### src/rtl/keypad_matrix_scanner.sv
// keypad_matrix_scanner
// Scans a 4x3 membrane keypad one column at a time, collapses each full
// scan into a single key code (or NONE for no key / multi-press / ghosting),
// debounces that code over consecutive scans and drives a one-hot digit bus
// plus active-low start (#) and clear (*) strobes for the front panel.
//
// Build option: define KEYPAD_PULSE_EN to make `keypad` a single-clock pulse
// on press acceptance instead of a level held for the whole press.
module keypad_matrix_scanner #(
    parameter int SCAN_DIV       = 1,
    parameter int DEBOUNCE_SCANS = 2
) (
    input  logic       clock,
    input  logic       resetn,
    input  logic [3:0] rows_n,
    output logic [2:0] col_n,
    output logic [9:0] keypad,
    output logic       startn,
    output logic       clearn,
    output logic       key_valid
);

    localparam int DW = (SCAN_DIV > 1) ? $clog2(SCAN_DIV) : 1;
    localparam int CW = $clog2(DEBOUNCE_SCANS + 1);

    localparam logic [3:0]    CODE_NONE  = 4'd15;
    localparam logic [3:0]    CODE_STAR  = 4'd10;
    localparam logic [3:0]    CODE_HASH  = 4'd11;
    localparam logic [DW-1:0] DWELL_LAST = DW'(SCAN_DIV - 1);
    localparam logic [CW-1:0] CNT_TARGET = CW'(DEBOUNCE_SCANS);

    typedef enum logic [1:0] {
        IDLE      = 2'd0,
        DEB_PRESS = 2'd1,
        PRESSED   = 2'd2,
        DEB_REL   = 2'd3
    } state_t;

    // Key code of the switch at (row, column); row 3 holds *, 0, #.
    function automatic logic [3:0] key_code(input logic [1:0] r, input logic [1:0] c);
        logic [3:0] code;
        if (r != 2'd3) begin
            code = ({2'b00, r} * 4'd3) + {2'b00, c} + 4'd1;
        end else begin
            case (c)
                2'd0:    code = CODE_STAR;
                2'd1:    code = 4'd0;
                default: code = CODE_HASH;
            endcase
        end
        return code;
    endfunction

    // Scan state
    logic [1:0]    col_q;
    logic [DW-1:0] dwell_q;
    logic [1:0]    hits_q;      // hits seen so far this scan, saturating at 2
    logic [3:0]    code_acc_q;  // code of the most recent hit this scan

    // Debounce FSM state and registered outputs
    state_t        state_q, state_d;
    logic [3:0]    cand_q, cand_d;
    logic [CW-1:0] cnt_q, cnt_d;
    logic [9:0]    keypad_q, keypad_d;
    logic          startn_q, startn_d;
    logic          clearn_q, clearn_d;
    logic          valid_q, valid_d;

    logic          sample;
    logic          scan_done;
    logic [3:0]    row_hit;
    logic [3:0]    row_code [4];
    logic [2:0]    col_hits;
    logic [3:0]    col_code;
    logic [2:0]    scan_hits;
    logic [3:0]    scan_code;

    assign sample    = (dwell_q == DWELL_LAST);
    assign scan_done = sample && (col_q == 2'd2);
    assign col_n     = ~(3'b001 << col_q);

    // Per-row hit flag and the key that hit would mean in the driven column
    generate
        for (genvar gi = 0; gi < 4; gi++) begin : g_row
            assign row_hit[gi]  = ~rows_n[gi];
            assign row_code[gi] = key_code(2'(gi), col_q);
        end
    endgenerate

    // Fold the current column's rows into the running scan result
    always_comb begin
        col_hits = 3'd0;
        col_code = code_acc_q;
        for (int r = 0; r < 4; r++) begin
            if (row_hit[r]) begin
                col_hits = col_hits + 3'd1;
                col_code = row_code[r];
            end
        end
        scan_hits = {1'b0, hits_q} + col_hits;
        scan_code = (scan_hits == 3'd1) ? col_code : CODE_NONE;
    end

    // Column drive, dwell timing and per-scan hit accumulation
    always_ff @(posedge clock) begin
        if (!resetn) begin
            col_q      <= 2'd0;
            dwell_q    <= '0;
            hits_q     <= 2'd0;
            code_acc_q <= CODE_NONE;
        end else if (sample) begin
            dwell_q <= '0;
            col_q   <= (col_q == 2'd2) ? 2'd0 : col_q + 2'd1;
            if (scan_done) begin
                hits_q     <= 2'd0;
                code_acc_q <= CODE_NONE;
            end else begin
                hits_q     <= (scan_hits >= 3'd2) ? 2'd2 : scan_hits[1:0];
                code_acc_q <= col_code;
            end
        end else begin
            dwell_q <= dwell_q + DW'(1);
        end
    end

    // Debounce next-state, evaluated only when a full scan has completed
    always_comb begin
        logic [CW-1:0] cnt_inc;
        state_d = state_q;
        cand_d  = cand_q;
        cnt_d   = cnt_q;
        cnt_inc = (cnt_q < CNT_TARGET) ? cnt_q + CW'(1) : cnt_q;
        if (scan_done) begin
            case (state_q)
                IDLE: begin
                    if (scan_code != CODE_NONE) begin
                        cand_d  = scan_code;
                        cnt_d   = CW'(1);
                        state_d = (DEBOUNCE_SCANS == 1) ? PRESSED : DEB_PRESS;
                    end
                end
                DEB_PRESS: begin
                    if (scan_code == cand_q) begin
                        cnt_d = cnt_inc;
                        if (cnt_inc >= CNT_TARGET) state_d = PRESSED;
                    end else if (scan_code == CODE_NONE) begin
                        state_d = IDLE;
                    end else begin
                        cand_d = scan_code;
                        cnt_d  = CW'(1);
                    end
                end
                PRESSED: begin
                    if (scan_code != cand_q) begin
                        cnt_d   = CW'(1);
                        state_d = (DEBOUNCE_SCANS == 1) ? IDLE : DEB_REL;
                    end
                end
                default: begin
                    if (scan_code == cand_q) begin
                        state_d = PRESSED;
                    end else begin
                        cnt_d = cnt_inc;
                        if (cnt_inc >= CNT_TARGET) state_d = IDLE;
                    end
                end
            endcase
        end
    end

    // Output decode from the next state so outputs move on the same edge
    always_comb begin
        logic       active;
        logic [9:0] digit_onehot;
        active       = (state_d == PRESSED) || (state_d == DEB_REL);
        digit_onehot = (cand_d < 4'd10) ? (10'd1 << cand_d) : 10'd0;
`ifdef KEYPAD_PULSE_EN
        keypad_d = (scan_done && (state_d == PRESSED) &&
                    ((state_q == IDLE) || (state_q == DEB_PRESS))) ? digit_onehot : 10'd0;
`else
        keypad_d = active ? digit_onehot : 10'd0;
`endif
        startn_d = !(active && (cand_d == CODE_HASH));
        clearn_d = !(active && (cand_d == CODE_STAR));
        valid_d  = active;
    end

    // Debounce FSM state and registered front-panel outputs
    always_ff @(posedge clock) begin
        if (!resetn) begin
            state_q  <= IDLE;
            cand_q   <= CODE_NONE;
            cnt_q    <= '0;
            keypad_q <= 10'd0;
            startn_q <= 1'b1;
            clearn_q <= 1'b1;
            valid_q  <= 1'b0;
        end else begin
            state_q  <= state_d;
            cand_q   <= cand_d;
            cnt_q    <= cnt_d;
            keypad_q <= keypad_d;
            startn_q <= startn_d;
            clearn_q <= clearn_d;
            valid_q  <= valid_d;
        end
    end

    assign keypad    = keypad_q;
    assign startn    = startn_q;
    assign clearn    = clearn_q;
    assign key_valid = valid_q;

endmodule

### config.mk
export PLATFORM = sky130hd
export DESIGN_NAME = keypad_matrix_scanner
export DESIGN_NICKNAME = d
export VERILOG_FILES = /design/src/rtl/keypad_matrix_scanner.sv
export SDC_FILE = /design/constraint.sdc
export NUM_CORES = 1
export LEC_CHECK = 0
export ABC_AREA = 1
export CAP_MARGIN = 15
export CORE_MARGIN = 2
export CORE_UTILIZATION = 38
export DETAILED_ROUTE_END_ITERATION = 16
export DONT_BUFFER_PORTS = 1
export HOLD_SLACK_MARGIN = 0.05
export SLEW_MARGIN = 5
export SYNTH_ARGS = -nofsm -noshare
export SYNTH_HDL_FRONTEND = slang
export SYNTH_SLANG_ARGS = --single-unit
### constraint.sdc
create_clock -name clock -period 3.2 [get_ports clock]
set_input_delay 0.64 -clock clock [delete_from_list [all_inputs] [get_ports clock]]
set_output_delay 0.64 -clock clock [all_outputs]
set_load 0.01 [all_outputs]
==> reports/metrics.cfg <==
[outcome]
status = finished, final reports clean

[pwr]
ir_drop_uv = 339
seqPwrFrac = 0.318
p_leak_nw = 1.05
p_sw_frac = 0.317
clkPwrFrac = 0.380
switching_power_w = 0.000403
internal_power_w = 0.000868
p_comb_frac = 0.302
p_per_area_mw_per_mm2 = 563

[cells_and_area]
area_growth_syn_to_layout_pct = 23.5
finalNonFillerCells = 338
num-nets-final = 302
fin_util = 0.481
drive_above_1_share = 0.250
diodes = 0
design_area_mm2 = 0.00226

[sta]
tns_ns = 0
slew_violations = 0
clock_skew_ns = 0.00903
setup_viol = 0
timing.fmax_ghz = 0.329
tightest_slew_ns = 0.496
relSlewSlack = 0.668
setup_slack_ns = 0.160
finalHoldViolations = 0
min_period_ns = 3.04
fin_crit_sh = 0.950

[routing]
drt-wirelength-per-cell_um = 12.0
via_per_inst = 4.85
finalWirelength_mm = 4.06
dr.pass1.iters = 4
drc = 0
dr_total_vias = 1639
ant_nets = 0
drt_iter0_markers = 76

[critical_path]
crit_path_cell_trace = inv_2, ha_4, xnor2_4, ha_1, nand2_1, nand2_2, fa_2, inv_2, nand2_1, inv_2, nand2_4, nor2_4, nor2_2, nand3_1, o211ai_1, nand2_1, nand2_2, nand2_1, nor2_2, nand3b_1
cp_common_cell = nand2_1
reg2reg_from = hits_q[0]
cp-start-kind = input pin
max_stage_delay_ns = 0.52
reg2reg_slack_ns = 0.85
worst-setup-path-type = in2reg
arrival_ns = 3.21
critPathMaxFanout = 7
slowest_stage = fa_2
crit_required_ns = 3.37
end_kind = flop
crit_start = rows_n[0]

[global_route]
grt_pass1_wl_mm = 6.67
grt_use_met3 = 0.0549
grt_pass1_vias = 1533
grt-ovfl-total = 0
antenna_found_initial = 0
grt_use_met2 = 0.240
track_usage = 0.160
use_met1 = 0.219
grt_max_degree = 13
grt-busiest-layer = met2

[clock_tree]
cts_hold_buf = 0
cts_buffer_depth = 2
htree_levels = 2
cts_tree = built
cts_num_sinks = 30
clk_latency_ns = 0.29
clk_pin_slew_ns = 0.07
cts_root_buf = clkbuf_8
cts_made_buffers = 5

[flow_run]
cap_violations = 0

[die]
core_mm2 = 0.00469
die_area_mm2 = 0.00538
start_util = 0.389
die_h_um = 73.3
num_io_pins = 22
dieWidth_um = 73.3
rows = 25

[synth]
synth_top_area_share = 0.329
yosysTopAreaCell = dfxtp_1
yosys_warnings = 0
netlist_instances = 264
seq_area_frac_synth = 0.329
yosys.cell_types.count = 28
synth_area_leaders = dfxtp_1 33%, nand2_1 16%, ha_1 8.2%, inv_1 7.0%, nor2_1 6.2%
netlist_area_mm2 = 0.00183
synth-seq-cells = 30
synth_nets = 283
avgSynthCellArea_um2 = 6.92

[min_path]
min-delay-path-class = in2reg
worstHoldStart = resetn

[place]
preCtsSetupSlack_ns = -0.212
io_buffers = 0
placed_cells = 328
placed_cell_area_mm2 = 0.00202
gp_congestion = 0.828
dp_hpwl_mm = 3.02

[per-layer routing]
metal	share of wire	wire [um]
met2	0.45	1820
met3	0.045	183
met5	0	0
met1	0.49	2000
met4	0.012	47
[per-stage QoR]
step | hold WS (ns) | total power [W]
final | 0.418 | 0.00127
after detailed placement | 0.466 | 0.000750
after global placement | 0.463 | 0.000747
after CTS | 0.413 | 0.00123
after floorplan | 0.446 | 0.000676
after global routing | 0.406 | 0.00134
[state kept, by name, summed over array words and instances, names as in the netlist]
signal	count
keypad	10
cand_q	4
code_acc_q	4
cnt_q	2
col_q	2
hits_q	2
state_q	2
clearn	1
dwell_q	1
key_valid	1
startn	1
[cells in the mapped netlist, drive strengths merged]
master   instances
nand2           84
inv             40
nor2            33
dfxtp           30
nand3           19
ha              12
a21oi           10
o21ai            9
o211ai           8
nand4            7
clkbuf           2
nand3b           2
nor3             2
buf              1
conb             1
fa               1
o2111ai          1
xnor2            1
xor2             1
[path summary, 6_finish.rpt]
check             depth (start not counted)   endpoint
setup / recovery                         20     startn
setup reg to reg                         15     startn
hold / removal                            1  cand_q[3]
hold reg to reg                           2  hits_q[0]
[cells in the final DEF, fill, tap and decap left out]
cell type,count
inv_2,9
a21oi_4,1
nand4_4,1
bufinv_16,2
o211ai_1,8
nor2_1,28
nand3_4,3
ha_4,1
nand2_2,15
nand4_1,5
o21ai_1,3
nand2_4,4
inv_1,30
ha_1,10
clkbuf_8,6
nor3_1,2
nand2_1,65
nand3b_1,2
fa_2,1
nand4_2,1
nand3_2,4
xor2_1,1
o21ai_0,6
xnor2_4,1
ha_2,1
inv_4,1
o2111ai_1,1
conb_1,1
nor2_4,3
buf_4,15
nand3_1,12
a21oi_1,9
dfxtp_1,30
nor2_2,2
[final cells by class]
type / count / area (um2)
inverters: 40 / 153
clock buffers: 6 / 82.6
repair buffers: 15 / 113
fillers: 493 / 2440
flip-flops and latches: 30 / 601
multi-input cells: 191 / 1180
well taps: 54 / 67.6
clock inverters: 2 / 60.1
[what timing repair did]
| item | CTS | global route |
|---|---|---|
| setup buffers | 0 | 2 |
| endpoints found under the setup margin | 0 | 16 |
| resized for setup | 0 | 24 |
| hold endpoints to repair | 0 | 0 |
[kinds of logic after synthesis]
kind of cell	synth area share
flops	0.329
buf+inv	0.0904
compound gates	0.0959
other cells	0.00205
fa+ha+maj	0.0931
xor+xnor	0.00959
simple gates	0.380
[critical path: cells and delay by family]
kind | cells | cell delay [ns]
compound gates | 1 | 0.10
simple gates | 12 | 1.12
fa+ha+maj | 3 | 1.03
xor+xnor | 1 | 0.16
buf+inv | 3 | 0.15
[power by group through the flow]
| stage | combinational, W | clock (W) | sequential [W] |
|---|---|---|---|
| floorplan | 0.000269 | 0 | 0.000407 |
| global placement | 0.000335 | 0 | 0.000412 |
| detailed placement | 0.000338 | 0 | 0.000412 |
| CTS | 0.000340 | 0.000487 | 0.000404 |
| global route | 0.000430 | 0.000507 | 0.000406 |
| finish | 0.000384 | 0.000482 | 0.000404 |
(Power assumes the default switching activity.)
